## src/rtl/picoriscv_mem_sequencer.sv

```systemverilog
// Memory sequencer for the picoriscv core: shares one SRAM port between ifetch and dmem, and runs the IO bus handshake.
// Optional IO timeout watchdog is enabled by defining PICORISCV_MEM_IO_TIMEOUT_EN.
module picoriscv_mem_sequencer #(
    parameter int IO_TIMEOUT_CYCLES = 255
) (
    input  logic        clk,
    input  logic        reset_n,
    input  logic        mem_dmem_request,
    input  logic        mem_ifetch_request,
    input  logic        mem_dmem_set_reg,
    input  logic        mem_ifetch_set_reg,
    input  logic        mem_ifetch_use_reg,
    input  logic        mem_io_enable,
    input  logic [31:0] ifetch_address,
    input  logic [31:0] dmem_address,
    input  logic        dmem_read_enable,
    input  logic        dmem_write_enable,
    input  logic [3:0]  dmem_byte_enable,
    input  logic [31:0] dmem_write_data,
    input  logic [31:0] sram_read_data,
    output logic        sram_enable,
    output logic        sram_write,
    output logic [13:0] sram_address,
    output logic [3:0]  sram_byte_enable,
    output logic [31:0] sram_write_data,
    output logic [31:0] ifetch_data,
    output logic [31:0] dmem_read_data,
    output logic        io_req,
    input  logic        io_ack,
    input  logic [31:0] io_read_data,
    output logic        clock_status_io_request,
    output logic        clock_status_io_ready,
    output logic        io_timeout_error
);

    typedef enum logic [1:0] {
        IO_IDLE = 2'd0,
        IO_REQ  = 2'd1,
        IO_DONE = 2'd2
    } io_state_e;

    // A limit outside 1..255 cannot be represented by the 8-bit watchdog counter.
    if (IO_TIMEOUT_CYCLES < 1 || IO_TIMEOUT_CYCLES > 255) begin : g_bad_timeout
        $error("IO_TIMEOUT_CYCLES must be in 1..255");
    end

    io_state_e   io_state_q, io_state_d;
    logic [31:0] ifetch_reg_q, ifetch_reg_d;
    logic [31:0] dmem_reg_q, dmem_reg_d;
    logic [31:0] io_data_q, io_data_d;
    logic        dmem_access_s, dmem_sram_s, dmem_io_s, io_read_s;
    logic        unused_addr_bits_s;

    assign dmem_access_s = dmem_read_enable | dmem_write_enable;
    assign dmem_sram_s   = ~dmem_address[31] & dmem_access_s;
    assign dmem_io_s     = dmem_address[31] & dmem_access_s;
    assign io_read_s     = dmem_address[31] & dmem_read_enable;

    assign unused_addr_bits_s = ^{ifetch_address[31:16], ifetch_address[1:0],
                                  dmem_address[30:16], dmem_address[1:0]};

`ifdef PICORISCV_MEM_IO_TIMEOUT_EN
    localparam logic [7:0] TIMEOUT_LAST = 8'(IO_TIMEOUT_CYCLES - 1);
    logic [7:0] timeout_cnt_q, timeout_cnt_d;
    logic       io_timeout_error_q, io_timeout_error_d;
`endif

    // SRAM port arbitration: dmem wins the address when both sides request.
    always_comb begin
        sram_enable      = 1'b0;
        sram_write       = 1'b0;
        sram_address     = 14'd0;
        sram_byte_enable = 4'hF;
        sram_enable = (mem_dmem_request & dmem_sram_s) | mem_ifetch_request;
        sram_write  = mem_dmem_request & dmem_sram_s & dmem_write_enable;
        if (mem_dmem_request) begin
            sram_address = dmem_address[15:2];
        end else begin
            sram_address = ifetch_address[15:2];
        end
        if (sram_write) begin
            sram_byte_enable = dmem_byte_enable;
        end else begin
            sram_byte_enable = 4'hF;
        end
    end

    assign sram_write_data = dmem_write_data;

    // Read-data holding registers for ifetch and SRAM-side dmem reads.
    always_comb begin
        ifetch_reg_d = ifetch_reg_q;
        dmem_reg_d   = dmem_reg_q;
        if (mem_ifetch_set_reg) begin
            ifetch_reg_d = sram_read_data;
        end else begin
            ifetch_reg_d = ifetch_reg_q;
        end
        if (mem_dmem_set_reg && dmem_sram_s) begin
            dmem_reg_d = sram_read_data;
        end else begin
            dmem_reg_d = dmem_reg_q;
        end
    end

    assign ifetch_data    = mem_ifetch_use_reg ? ifetch_reg_q : sram_read_data;
    assign dmem_read_data = dmem_io_s ? io_data_q : dmem_reg_q;

    // IO handshake FSM next-state; once issued, a request is only ended by io_ack, timeout or reset.
    always_comb begin
        io_state_d = io_state_q;
        io_data_d  = io_data_q;
`ifdef PICORISCV_MEM_IO_TIMEOUT_EN
        timeout_cnt_d      = timeout_cnt_q;
        io_timeout_error_d = io_timeout_error_q;
`endif
        case (io_state_q)
            IO_IDLE: begin
                if (mem_io_enable && dmem_io_s) begin
                    io_state_d = IO_REQ;
`ifdef PICORISCV_MEM_IO_TIMEOUT_EN
                    timeout_cnt_d = 8'd0;
`endif
                end else begin
                    io_state_d = IO_IDLE;
                end
            end
            IO_REQ: begin
                if (io_ack) begin
                    io_state_d = IO_DONE;
                    if (io_read_s) begin
                        io_data_d = io_read_data;
                    end else begin
                        io_data_d = io_data_q;
                    end
`ifdef PICORISCV_MEM_IO_TIMEOUT_EN
                end else if (timeout_cnt_q == TIMEOUT_LAST) begin
                    io_state_d         = IO_DONE;
                    io_data_d          = 32'hDEAD_DEAD;
                    io_timeout_error_d = 1'b1;
                end else begin
                    timeout_cnt_d = timeout_cnt_q + 8'd1;
`else
                end else begin
                    io_state_d = IO_REQ;
`endif
                end
            end
            IO_DONE: begin
                if (!mem_io_enable) begin
                    io_state_d = IO_IDLE;
                end else begin
                    io_state_d = IO_DONE;
                end
            end
            default: begin
                io_state_d = IO_IDLE;
            end
        endcase
    end

    // State and data registers.
    always_ff @(posedge clk or negedge reset_n) begin
        if (!reset_n) begin
            io_state_q   <= IO_IDLE;
            ifetch_reg_q <= 32'd0;
            dmem_reg_q   <= 32'd0;
            io_data_q    <= 32'd0;
        end else begin
            io_state_q   <= io_state_d;
            ifetch_reg_q <= ifetch_reg_d;
            dmem_reg_q   <= dmem_reg_d;
            io_data_q    <= io_data_d;
        end
    end

`ifdef PICORISCV_MEM_IO_TIMEOUT_EN
    // Watchdog counter and sticky error flag.
    always_ff @(posedge clk or negedge reset_n) begin
        if (!reset_n) begin
            timeout_cnt_q      <= 8'd0;
            io_timeout_error_q <= 1'b0;
        end else begin
            timeout_cnt_q      <= timeout_cnt_d;
            io_timeout_error_q <= io_timeout_error_d;
        end
    end

    assign io_timeout_error = io_timeout_error_q;
`else
    assign io_timeout_error = 1'b0;
`endif

    assign io_req                  = (io_state_q == IO_REQ);
    assign clock_status_io_request = dmem_io_s;
    assign clock_status_io_ready   = (io_state_q == IO_DONE);

endmodule

```

## config.mk

```make
export PLATFORM = sky130hd
export DESIGN_NAME = picoriscv_mem_sequencer
export DESIGN_NICKNAME = d
export VERILOG_FILES = /design/src/rtl/picoriscv_mem_sequencer.sv
export SDC_FILE = /design/constraint.sdc
export NUM_CORES = 1
export LEC_CHECK = 0
export CORE_AREA = 2 2 115 117
export CTS_BUF_LIST = sky130_fd_sc_hd__clkbuf_4
export CTS_CLUSTER_SIZE = 8
export DETAILED_ROUTE_END_ITERATION = 8
export DIE_AREA = 0 0 117 119
export GPL_TIMING_DRIVEN = 0
export PLACE_DENSITY = 0.85
export SYNTH_ARGS = -nofsm -noshare
export SYNTH_HDL_FRONTEND = slang
export SYNTH_SLANG_ARGS = --single-unit
```

## constraint.sdc

```tcl
create_clock -name clk -period 2.65 [get_ports clk]
set_input_delay 0.6625 -clock clk [delete_from_list [all_inputs] [get_ports clk]]
set_output_delay 0.6625 -clock clk [all_outputs]
set_load 0.01 [all_outputs]
```

[Word level (Yosys, flattened, before mapping)]
Index checks and enable logic that the tools add are counted.
Operators by class
  equality and inequality tests: 2
  multiplexer cells: 8
  bitwise gates (word level): 8
  reduce and logical (&&, ||, !) cells: 4
Operators with widths (number)
  32-bit two-way mux: 2
  14-bit two-way mux: 1
  2-bit one-hot mux with 3 select lines: 1
  1-bit bitwise AND: 5
  2-bit two-way mux: 2
  4-bit two-way mux: 1
  3-bit AND reduction: 1
  2-bit by 1-bit == test with 1-bit output, second input constant: 1
  2-bit == test, second input constant: 1
  1-bit logical AND: 2
  2-bit logical NOT: 1
  1-bit OR: 2
  1-bit two-way mux: 1
  1-bit NOT: 1
Storage, ports and cells
  flip-flop bits (word level): 98

[Longest topological paths before layout]
  depth after elaboration: 5
  mapped depth: 4

[Least setup slack after synthesis]
Ideal clock, no wire load.
  kind: input -> output
  start: input port dmem_read_enable
  end: output port dmem_read_data[10]
  arrival: 1.509 ns
  slack: 0.478 ns
  cell stages on the path: 3
  buffers on the path: 1
  cells stage by stage: o21ai_2 buf_2 mux2_2
Between the ends
  word-level cells in the longest chain between the ends: 3
Ends and longest elaborated chain
  start: declaration: line 16  | input logic dmem_read_enable,
  1-bit OR: line 54  | assign dmem_access_s = dmem_read_enable | dmem_write_enable;
  1-bit bitwise AND: line 56  | assign dmem_io_s = dmem_address[31] & dmem_access_s;
  32-bit two-way mux: line 107  | assign dmem_read_data = dmem_io_s ? io_data_q : dmem_reg_q;
  end: declaration: line 27  | output logic [31:0] dmem_read_data,
Every way passes these cells.

[Worst setup path after layout]
  start: input port dmem_address[31]
  end: output port dmem_read_data[20]
Between the ends
  word-level cells in the longest chain between the ends: 2
Ends and longest elaborated chain
  start: declaration: line 15  | input logic [31:0] dmem_address,
  1-bit bitwise AND: line 56
  32-bit two-way mux: line 107
Every way passes these cells.

==> impl_metrics.env <==
export IMPL_start_util_pct=38.3
export IMPL_most_common_layout_cells="clkdlybuf4s50_1 (182), mux2_2 (163), dfrtp_1 (98), buf_4 (40), buf_2 (26)"
export IMPL_path_max_fanout=5
export IMPL_crit_type="in -> out"
export IMPL_synth_fp_nets=520
export IMPL_critical_path_slowest_cell="mux2_2"
export IMPL_final_common_cell="clkdlybuf4s50_1"
export IMPL_drv_cap=0
export IMPL_critPathMaxStageDelay_ps=330
export IMPL_relSlewSlack_pct=59.7
export IMPL_wl_um=13700
export IMPL_finish_net_count=764
export IMPL_first_iter_violations=88
export IMPL_post_route_util_pct=59.7
export IMPL_path_buf_inv=4
export IMPL_grt_start_max_net_pins=56
export IMPL_route_detailed_drc=0
export IMPL_postSynthCellCount=345
export IMPL_cts_buffers=9
export IMPL_ys_ff_latch=98
export IMPL_synth_warnings=0
export IMPL_grt_pass1_wl_um=20600
export IMPL_firstDrtPassIters=4
export IMPL_synth_top_family_by_area="multiplexers"
export IMPL_syn_area_um2=4940
export IMPL_dp_cells=745
export IMPL_slew_viol_final=0
export IMPL_gp_congestion=0.760
export IMPL_clk_pin_slew_ps=160
export IMPL_drive_gt1_share_pct=46.0
export IMPL_setup_tns_ps=0
export IMPL_setup_violations_final=0
export IMPL_antenna_found_initial=1
export IMPL_clock_latency_ps=450
export IMPL_overflow=0
export IMPL_holdWs_ps=198
export IMPL_endpoint_kind="output pin"
export IMPL_die_w_um=117
export IMPL_track_usage_pct=19.4
export IMPL_dp_hpwl_um=10400
export IMPL_cts_max_path_buffers=2
export IMPL_synthAdderAreaFrac_pct=0
export IMPL_fin_ws_ps=72.0
export IMPL_syn_area_per_cell_um2=14.3
export IMPL_fin_total_pwr_mw=4.36
export IMPL_p_leak_nw=3.32
export IMPL_postRouteAntennaNets=0
export IMPL_outcome="completed"
export IMPL_synth_compound_area_share_pct=0.608
export IMPL_rsz0062_at_grt="false"
export IMPL_synth_cell_types=21
export IMPL_die_height_um=119
export IMPL_cp_arrival_ps=1920
export IMPL_skew_ps=19.9
export IMPL_wl_per_cell_um=17.7
export IMPL_worst_ep_required_time_ps=1990
export IMPL_stdcell_count=771
export IMPL_core_area_um2=12900
export IMPL_yosysSeqAreaShare_pct=49.7
export IMPL_synthToLayoutAreaGrowth_pct=55.7
export IMPL_synth_xor_area_share_pct=0
export IMPL_row_count=42
export IMPL_max_freq_mhz=388
export IMPL_crit_chain="clkdlybuf4s15_2, o21ai_4, buf_12, bufbuf_16, mux2_2, buf_2"
export IMPL_hold_viol=0
export IMPL_design_area_um2=7690
export IMPL_yosys_area_share_simple_pct=2.18
export IMPL_startpoint_type="primary input"
export IMPL_hp_class="in -> async"
export IMPL_htree_levels=3
export IMPL_viasPerCell=4.69
export IMPL_dp_slack_ps=-870
export IMPL_placed_area_um2=7410
export IMPL_powerDensity_nw_per_um2=567
export IMPL_grt_pass1_vias=4007
export IMPL_finalCritPeriodShare_pct=97.3
export IMPL_worst_pin_slew_ps=605
export IMPL_ios=295
export IMPL_rrSetupSlack_ps=1050
export IMPL_muxShareOfSynthArea_pct=39.7
export IMPL_cts_root_buf="clkbuf_4"
export IMPL_cts_tree="done"
export IMPL_cts_sinks=98
export IMPL_portBuffers=223
export IMPL_dieArea_um2=13900
export IMPL_period_needed_ps=2580
export IMPL_vias=3617
export IMPL_irDropWorstVdd_mv=0.393
export IMPL_critPathTopFamily="buffers and inverters"
export IMPL_ctsHoldBuffers=0
-- flip-flops by register name (all words and copies together) (netlist names) --
register,count
io_state_q,2
dmem_reg_q,32
ifetch_reg_q,32
io_data_q,32
-- synthesized netlist by cell type --
cell type | instances | share of area (%)
buf_2 | 10 | 1.0
a21oi_1 | 1 | 0.10
nand4_2 | 1 | 0.25
conb_1 | 1 | 0.076
mux2_1 | 11 | 2.5
nor2b_1 | 3 | 0.38
inv_1 | 2 | 0.15
o21ai_2 | 1 | 0.18
clkbuf_1 | 3 | 0.23
nand2b_1 | 2 | 0.25
or3b_1 | 1 | 0.18
buf_6 | 6 | 1.4
dfrtp_1 | 98 | 50
buf_4 | 33 | 5.0
or2_2 | 4 | 0.51
mux2_2 | 163 | 37
o21bai_1 | 1 | 0.15
a22o_1 | 1 | 0.18
nor3b_4 | 1 | 0.38
nor2_1 | 1 | 0.076
nand3b_1 | 1 | 0.15
-- area by class of cell --
type / instances / area [µm²]
antenna: 1 / 2.50
buffer: 52 / 429
clock buffer: 10 / 75.1
clock inverter: 6 / 87.6
fill: 1045 / 5190
inverter: 2 / 7.51
multi-input combinational: 193 / 2110
sequential: 98 / 2450
tap: 176 / 220
timing repair buffer: 233 / 2300
-- final timing paths --
| path | start | end | depth (start not counted) |
|---|---|---|---|
| setup / recovery | dmem_address[31] | dmem_read_data[20] | 6 |
| hold / removal | reset_n | io_data_q[22]$_DFFE_PN0P_ | 1 |
| setup reg to reg | io_state_q[1]$_DFF_PN0_ | io_data_q[19]$_DFFE_PN0P_ | 4 |
| hold reg to reg | io_state_q[1]$_DFF_PN0_ | io_state_q[0]$_DFF_PN0_ | 1 |
| max in group asynchronous | reset_n | io_data_q[1]$_DFFE_PN0P_ | 2 |
| min in group clk | io_state_q[1]$_DFF_PN0_ | io_state_q[0]$_DFF_PN0_ | 1 |
-- power by group --
part / total, mW / internal (mW) / switching (mW)
sequential: 2.00 / 1.84 / 0.167
combinational: 1.44 / 0.926 / 0.517
clock: 0.914 / 0.398 / 0.515
total: 4.36 / 3.16 / 1.20
-- kinds of logic after synthesis --
logic type | Yosys count
simple gates | 14
flops | 98
buf+inv | 54
mux | 174
compound gates | 4
other cells | 1
-- worst register-to-register path: stages (launching register included) --
cell and delay (ps):
dfrtp_1 430, nor2b_1 210, nand4_2 290, buf_6 260, mux2_1 320
-- metal layers --
layer	wire, µm	share of wire, %	GRT usage, %	vias to the layer above
met4	239	1.7	6.40	0
met1	5200	38	21.3	1775
li1	-	-	-	1674
met3	957	7.0	4.17	17
met5	0	0	0	-
met2	7270	53	36.4	151
-- what timing repair did --
item,CTS,global route
gates cloned,2,0
setup endpoints to repair,79,22
endpoints found under the hold margin,0,0
pin swaps,1,0
resized for setup,137,7
setup buffers,7,0
(Power assumes the default switching activity.)
